$ cat src/rtl/timer_pkg.sv
// Shared constants and helpers for the BCD timer: digit width, per-digit
// modulus and prescaler counter sizing.
// Pure compile-time content, no logic.
package timer_pkg;

  localparam int BCD_W = 4;

  // Highest value a digit may hold: tens-of-seconds and tens-of-minutes
  // positions stop at 5 in MM:SS mode, everything else is decimal.
  function automatic logic [BCD_W-1:0] digit_max(input int idx, input bit mmss);
    if (mmss && (idx == 1 || idx == 3)) begin
      return 4'd5;
    end
    return 4'd9;
  endfunction

  // Width of the prescaler counter that runs 0..DIV-1 (at least 1 bit).
  function automatic int prescale_w(input int clk_hz, input int tick_hz);
    int div;
    div = clk_hz / tick_hz;
    return (div <= 2) ? 1 : $clog2(div);
  endfunction

endpackage

$ cat src/rtl/bcd_digit_counter.sv
// One BCD digit with parallel load (clamped to max), up/down step on en.
// Digit register updates on the edge after en/load; at_max/at_zero are
// combinational decodes of the stored digit for the carry chain.
module bcd_digit_counter
  import timer_pkg::*;
(
  input  logic             clk,
  input  logic             rst,
  input  logic             en,
  input  logic             up,
  input  logic             load,
  input  logic [BCD_W-1:0] load_val,
  input  logic [BCD_W-1:0] max,
  output logic [BCD_W-1:0] digit,
  output logic             at_max,
  output logic             at_zero
);

  assign at_max  = (digit == max);
  assign at_zero = (digit == '0);

  // Load clamps out-of-range values; a step rolls over at max/zero.
  always_ff @(posedge clk or posedge rst) begin
    if (rst) begin
      digit <= '0;
    end else if (load) begin
      digit <= (load_val > max) ? max : load_val;
    end else if (en) begin
      if (up) begin
        digit <= at_max ? '0 : digit + 4'd1;
      end else begin
        digit <= at_zero ? max : digit - 4'd1;
      end
    end
  end

endmodule

$ cat src/rtl/param_bcd_timer.sv
// N-digit BCD up/down timer with clock-enable prescaler, load, wrap/saturate.
// Digits/Tick/Overflow/Done update one cycle after the prescaler reaches DIV-1.
// Hold and Done freeze prescaler phase and digits; Load always wins.
module param_bcd_timer
  import timer_pkg::*;
#(
  parameter int CLK_HZ     = 50000000,
  parameter int TICK_HZ    = 1,
  parameter int NUM_DIGITS = 4,
  parameter int MMSS_MODE  = 1
) (
  input  logic                        CLOCK_50,
  input  logic                        Reset,
  input  logic                        Direction,
  input  logic                        Hold,
  input  logic                        WrapEn,
  input  logic                        Load,
  input  logic [BCD_W*NUM_DIGITS-1:0] LoadValue,
  output logic [BCD_W*NUM_DIGITS-1:0] Digits,
  output logic                        Tick,
  output logic                        Overflow,
  output logic                        Done
);

  localparam int DIV = CLK_HZ / TICK_HZ;
  localparam int PW  = prescale_w(CLK_HZ, TICK_HZ);
  localparam logic [PW-1:0] LAST = PW'(DIV - 1);

  logic [PW-1:0]         cnt;
  logic                  tick_evt;
  logic                  count_step;
  logic                  terminal;
  logic                  stall;
  logic [NUM_DIGITS-1:0] at_max;
  logic [NUM_DIGITS-1:0] at_zero;
  logic [NUM_DIGITS-1:0] roll;
  logic [NUM_DIGITS-1:0] en;

  assign tick_evt   = (cnt == LAST);
  assign count_step = tick_evt && !Load && !Done && !Hold;
  assign terminal   = Direction ? (&at_max) : (&at_zero);
  // Saturating terminal tick: digits stay put, only Done/Tick react.
  assign stall      = terminal && !WrapEn;
  assign roll       = Direction ? at_max : at_zero;

  // Prescaler: cleared by load, frozen by Done or Hold, otherwise free-running.
  always_ff @(posedge CLOCK_50 or posedge Reset) begin
    if (Reset) begin
      cnt <= '0;
    end else if (Load) begin
      cnt <= '0;
    end else if (!Done && !Hold) begin
      cnt <= tick_evt ? '0 : cnt + PW'(1);
    end
  end

  // Ripple-free enable chain: digit d steps when every lower digit rolls over.
  always_comb begin
    logic run;
    en  = '0;
    run = count_step && !stall;
    for (int i = 0; i < NUM_DIGITS; i++) begin
      en[i] = run;
      run   = run && roll[i];
    end
  end

  for (genvar d = 0; d < NUM_DIGITS; d++) begin : g_dig
    localparam logic [BCD_W-1:0] MAXD = digit_max(d, MMSS_MODE != 0);
    bcd_digit_counter u_digit (
      .clk      (CLOCK_50),
      .rst      (Reset),
      .en       (en[d]),
      .up       (Direction),
      .load     (Load),
      .load_val (LoadValue[d*BCD_W +: BCD_W]),
      .max      (MAXD),
      .digit    (Digits[d*BCD_W +: BCD_W]),
      .at_max   (at_max[d]),
      .at_zero  (at_zero[d])
    );
  end

  // Registered event pulses and the sticky saturation flag.
  always_ff @(posedge CLOCK_50 or posedge Reset) begin
    if (Reset) begin
      Tick     <= 1'b0;
      Overflow <= 1'b0;
      Done     <= 1'b0;
    end else begin
      Tick     <= count_step;
      Overflow <= count_step && terminal && WrapEn;
      if (Load) begin
        Done <= 1'b0;
      end else if (count_step && stall) begin
        Done <= 1'b1;
      end
    end
  end

endmodule

$ cat config.mk
export PLATFORM = sky130hd
export DESIGN_NAME = param_bcd_timer
export DESIGN_NICKNAME = d
export VERILOG_FILES = /design/src/rtl/timer_pkg.sv /design/src/rtl/bcd_digit_counter.sv /design/src/rtl/param_bcd_timer.sv
export SDC_FILE = /design/constraint.sdc
export NUM_CORES = 1
export LEC_CHECK = 0
export ABC_AREA = 1
export BUFFER_PORTS_ARGS = -buffer_cell sky130_fd_sc_hd__buf_2
export CELL_PAD_IN_SITES_DETAIL_PLACEMENT = 1
export CELL_PAD_IN_SITES_GLOBAL_PLACEMENT = 1
export CORE_MARGIN = 2
export CORE_UTILIZATION = 41
export CTS_CLUSTER_SIZE = 30
export DETAILED_ROUTE_END_ITERATION = 12
export PLACE_DENSITY = 0.86
export SYNTH_ARGS = -nofsm -noshare
export SYNTH_HDL_FRONTEND = slang
export SYNTH_SLANG_ARGS = --single-unit
$ cat constraint.sdc
create_clock -name CLOCK_50 -period 2.2 [get_ports CLOCK_50]
set_input_delay 0.55 -clock CLOCK_50 [delete_from_list [all_inputs] [get_ports CLOCK_50]]
set_output_delay 0.55 -clock CLOCK_50 [all_outputs]
set_load 0.02 [all_outputs]
==> flow_summary.yaml <==
outcome:
  status: "finished, final reports clean"
worst_setup_path:
  startpoint_type: "flop"
  critPathMostFrequentCell: "nand2_1"
  crit_buf_inv: 1
  cp_top_family: "simple AND/OR/NAND/NOR gates"
  crit_type: "reg2reg"
  crit_chain: "ha_1 > nand3_1 > inv_1 > nand2_1 > nor2_2 > nand2_2 > nor2_8 > nand4_4 > nand2_4 > nand2_1 > nand2_1 > nand2_1"
  critPathRequiredTime_ps: 2400
  max_stage_delay_ps: 410
  cp-end-kind: "flop"
  crit_path_max_fanout: 13
  worstPathArrival_ps: 2200
  worst_path_max_delay_cell: "dfrtp_1"
placement:
  globalplace.congestion: 0.832
  hpwl_microns: 6620
  port-buffer-count: 40
  place_worst_setup_slack_ps: 190
synthesis:
  synth-seq-cells: 45
  synth_seq_area_share: 0.371
  ys_dominant_reg_cell: "dfrtp_1"
  syn-cell-area_sq_mm: 0.00303
  yosysWarnings: 0
  syn_area_per_cell_sq_um: 6.92
  synth_nets: 461
  postSynthCellCount: 438
  async_flop_share: 1.00
  synth_edf_count: 0
  ys_types: 40
sta:
  min_period_ps: 2000
  fin_setup_tns_ps: 0
  max_freq_mhz: 499
  relSlewSlack: 0.631
  finalMaxSlewViolations: 0
  fin_skew_ps: 8.11
  setup_viol: 0
  finalHoldViolCount: 0
  rsz0062_at_grt: "no"
  worstMarginPinSlew_ps: 552
  worst_slack_ps: 197
  timing.final.crit_share: 0.911
clock_tree:
  root_buffer: "clkbuf_8"
  clock_latency_ps: 310
  cts_sinks: 45
  htreeDepth: 2
  clock_path_buffers: 2
  cts_setup_buffers: 0
  cts_resized: 0
  cts.clk_slew.worst_paths_ps: 100
  cts_made_buffers: 5
  cts_tree: "done"
  cts_hold_buf: 0
cells_and_area:
  syn_to_final_growth_pct: 14.2
  nets: 505
  nFillCells: 976
  layout.cells.most_common: "nand2_1"
  layout.cells.most_common_list: "110 x nand2_1, 56 x nor2_1, 51 x inv_1"
  antenna_cells: 0
  drive_above_1_share: 0.151
  multi_input_area_sq_mm: 0.00165
  ff_latch_area_sq_mm: 0.00113
drt:
  ant_nets: 0
  drt_wl_total_microns: 8850
  drtIter0Drc: 108
  vias: 3131
  drc: 0
  post_drt_wl_per_cell_microns: 15.2
  routed_via_density: 5.38
  firstDrtPassIters: 4
power:
  switching_power_mw: 0.732
  power.leakage_nw: 1.64
  comb_power_share: 0.247
  intPower_mw: 1.26
  p_clk_frac: 0.279
  ir_worst_vdd_v: 0.000406
  switching_share: 0.367
  p_per_area_mw_per_mm2: 576
  seqPwrFrac: 0.474
grt:
  antenna_found_initial: 0
  gr-total-overflow: 0
  grt_pass1_wl_microns: 14800
  grt_usage: 0.220
  grt_max_degree: 27
  first_global_vias: 3207
die:
  ios: 41
  die_h_microns: 90.0
  core_area_sq_mm: 0.00721
  die_area_sq_mm: 0.00810
  row_count: 31
  die_w_microns: 90.0
  initial_core_util: 0.420
worst_hold_path:
  hold_path.class: "in2async"
job:
  drv_cap: 0
## path summary, 6_finish.rpt
check | to | slack, ps | depth (start not counted) | from
setup / recovery | g_dig[3].u_digit.digit[3]$_DFFE_PP0P_ | 200 | 12 | cnt[0]$_DFFE_PP0P_
hold / removal | cnt[2]$_DFFE_PP0P_ | 240 | 2 | Reset
setup reg to reg | g_dig[3].u_digit.digit[3]$_DFFE_PP0P_ | 200 | 12 | cnt[0]$_DFFE_PP0P_
hold reg to reg | cnt[15]$_DFFE_PP0P_ | 540 | 2 | cnt[15]$_DFFE_PP0P_
max in group asynchronous | g_dig[0].u_digit.digit[3]$_DFFE_PP0P_ | 1450 | 3 | Reset
min in group CLOCK_50 | Overflow$_DFF_PP0_ | 500 | 2 | WrapEn
## layer usage
layer	vias up	part of all wire	track usage
li1	1536	-	-
met1	1522	0.45	0.265
met2	55	0.51	0.395
met3	18	0.023	0.0310
met4	0	0.024	0.0872
met5	-	0	0
## per-stage QoR
| stage | total power, mW | cells | util | hold WS, ps | cell area [sq um] |
|---|---|---|---|---|---|
| 3_5_place_dp | 1.45 | 574 | 0.468 | 520 | 3370 |
| 3_3_place_gp | 1.43 | 574 | 0.468 | 501 | 3370 |
| 6_report | 2.00 | 582 | 0.480 | 236 | 3460 |
| 4_1_cts | 2.01 | 582 | 0.480 | 256 | 3460 |
| 2_1_floorplan | 1.28 | 438 | - | 471 | 3030 |
| 5_1_grt | 2.11 | 582 | 0.480 | 272 | 3460 |
## cell families after synthesis
group                    synth area share
AND/OR/NAND/NOR                     0.336
AO/OA/AOI/OAI                       0.167
buffers and inverters              0.0837
flip-flops                          0.371
XOR/XNOR                           0.0375
adder cells (fa/ha/maj)           0.00412
## cell usage after synthesis (4+ instances only)
| library cell | instances | area share |
|---|---|---|
| nand2_1 | 110 | 0.14 |
| nor2_1 | 56 | 0.069 |
| inv_1 | 52 | 0.064 |
| dfrtp_1 | 45 | 0.37 |
| o21ai_0 | 33 | 0.054 |
| nand3_1 | 29 | 0.048 |
| a21oi_1 | 19 | 0.031 |
| nand4_1 | 12 | 0.025 |
| xor2_1 | 11 | 0.032 |
| a22oi_1 | 6 | 0.015 |
| o21ai_1 | 6 | 0.0099 |
| o22ai_1 | 6 | 0.012 |
| buf_2 | 5 | 0.0082 |
| clkbuf_1 | 5 | 0.0062 |
| nor2_2 | 5 | 0.010 |
| a31oi_1 | 4 | 0.0082 |
| nand2_2 | 4 | 0.0082 |
| nor3_1 | 4 | 0.0066 |
## state kept, by name (all words and copies together), names as in the netlist
| name | count |
|---|---|
| Overflow | 1 |
| Done | 1 |
| cnt | 26 |
| Tick | 1 |
| g_dig.u_digit.digit | 16 |
## power by group through the flow
stage / combinational, mW / sequential (mW) / clock (mW)
after floorplan: 0.291 / 0.993 / 0
final: 0.494 / 0.945 / 0.556
after global placement: 0.471 / 0.958 / 0
after detailed placement: 0.493 / 0.960 / 0
after CTS: 0.498 / 0.944 / 0.564
after global routing: 0.560 / 0.955 / 0.599
## cell type report
| type | count | share of cell area |
|---|---|---|
| multi-input cells | 329 | 0.477 |
| well taps | 99 | 0.0358 |
| flip-flops and latches | 45 | 0.325 |
| inverters | 53 | 0.0574 |
| clock inverters | 3 | 0.00614 |
| repair buffers | 48 | 0.0787 |
| clock buffers | 5 | 0.0199 |
(Power assumes the default switching activity.)
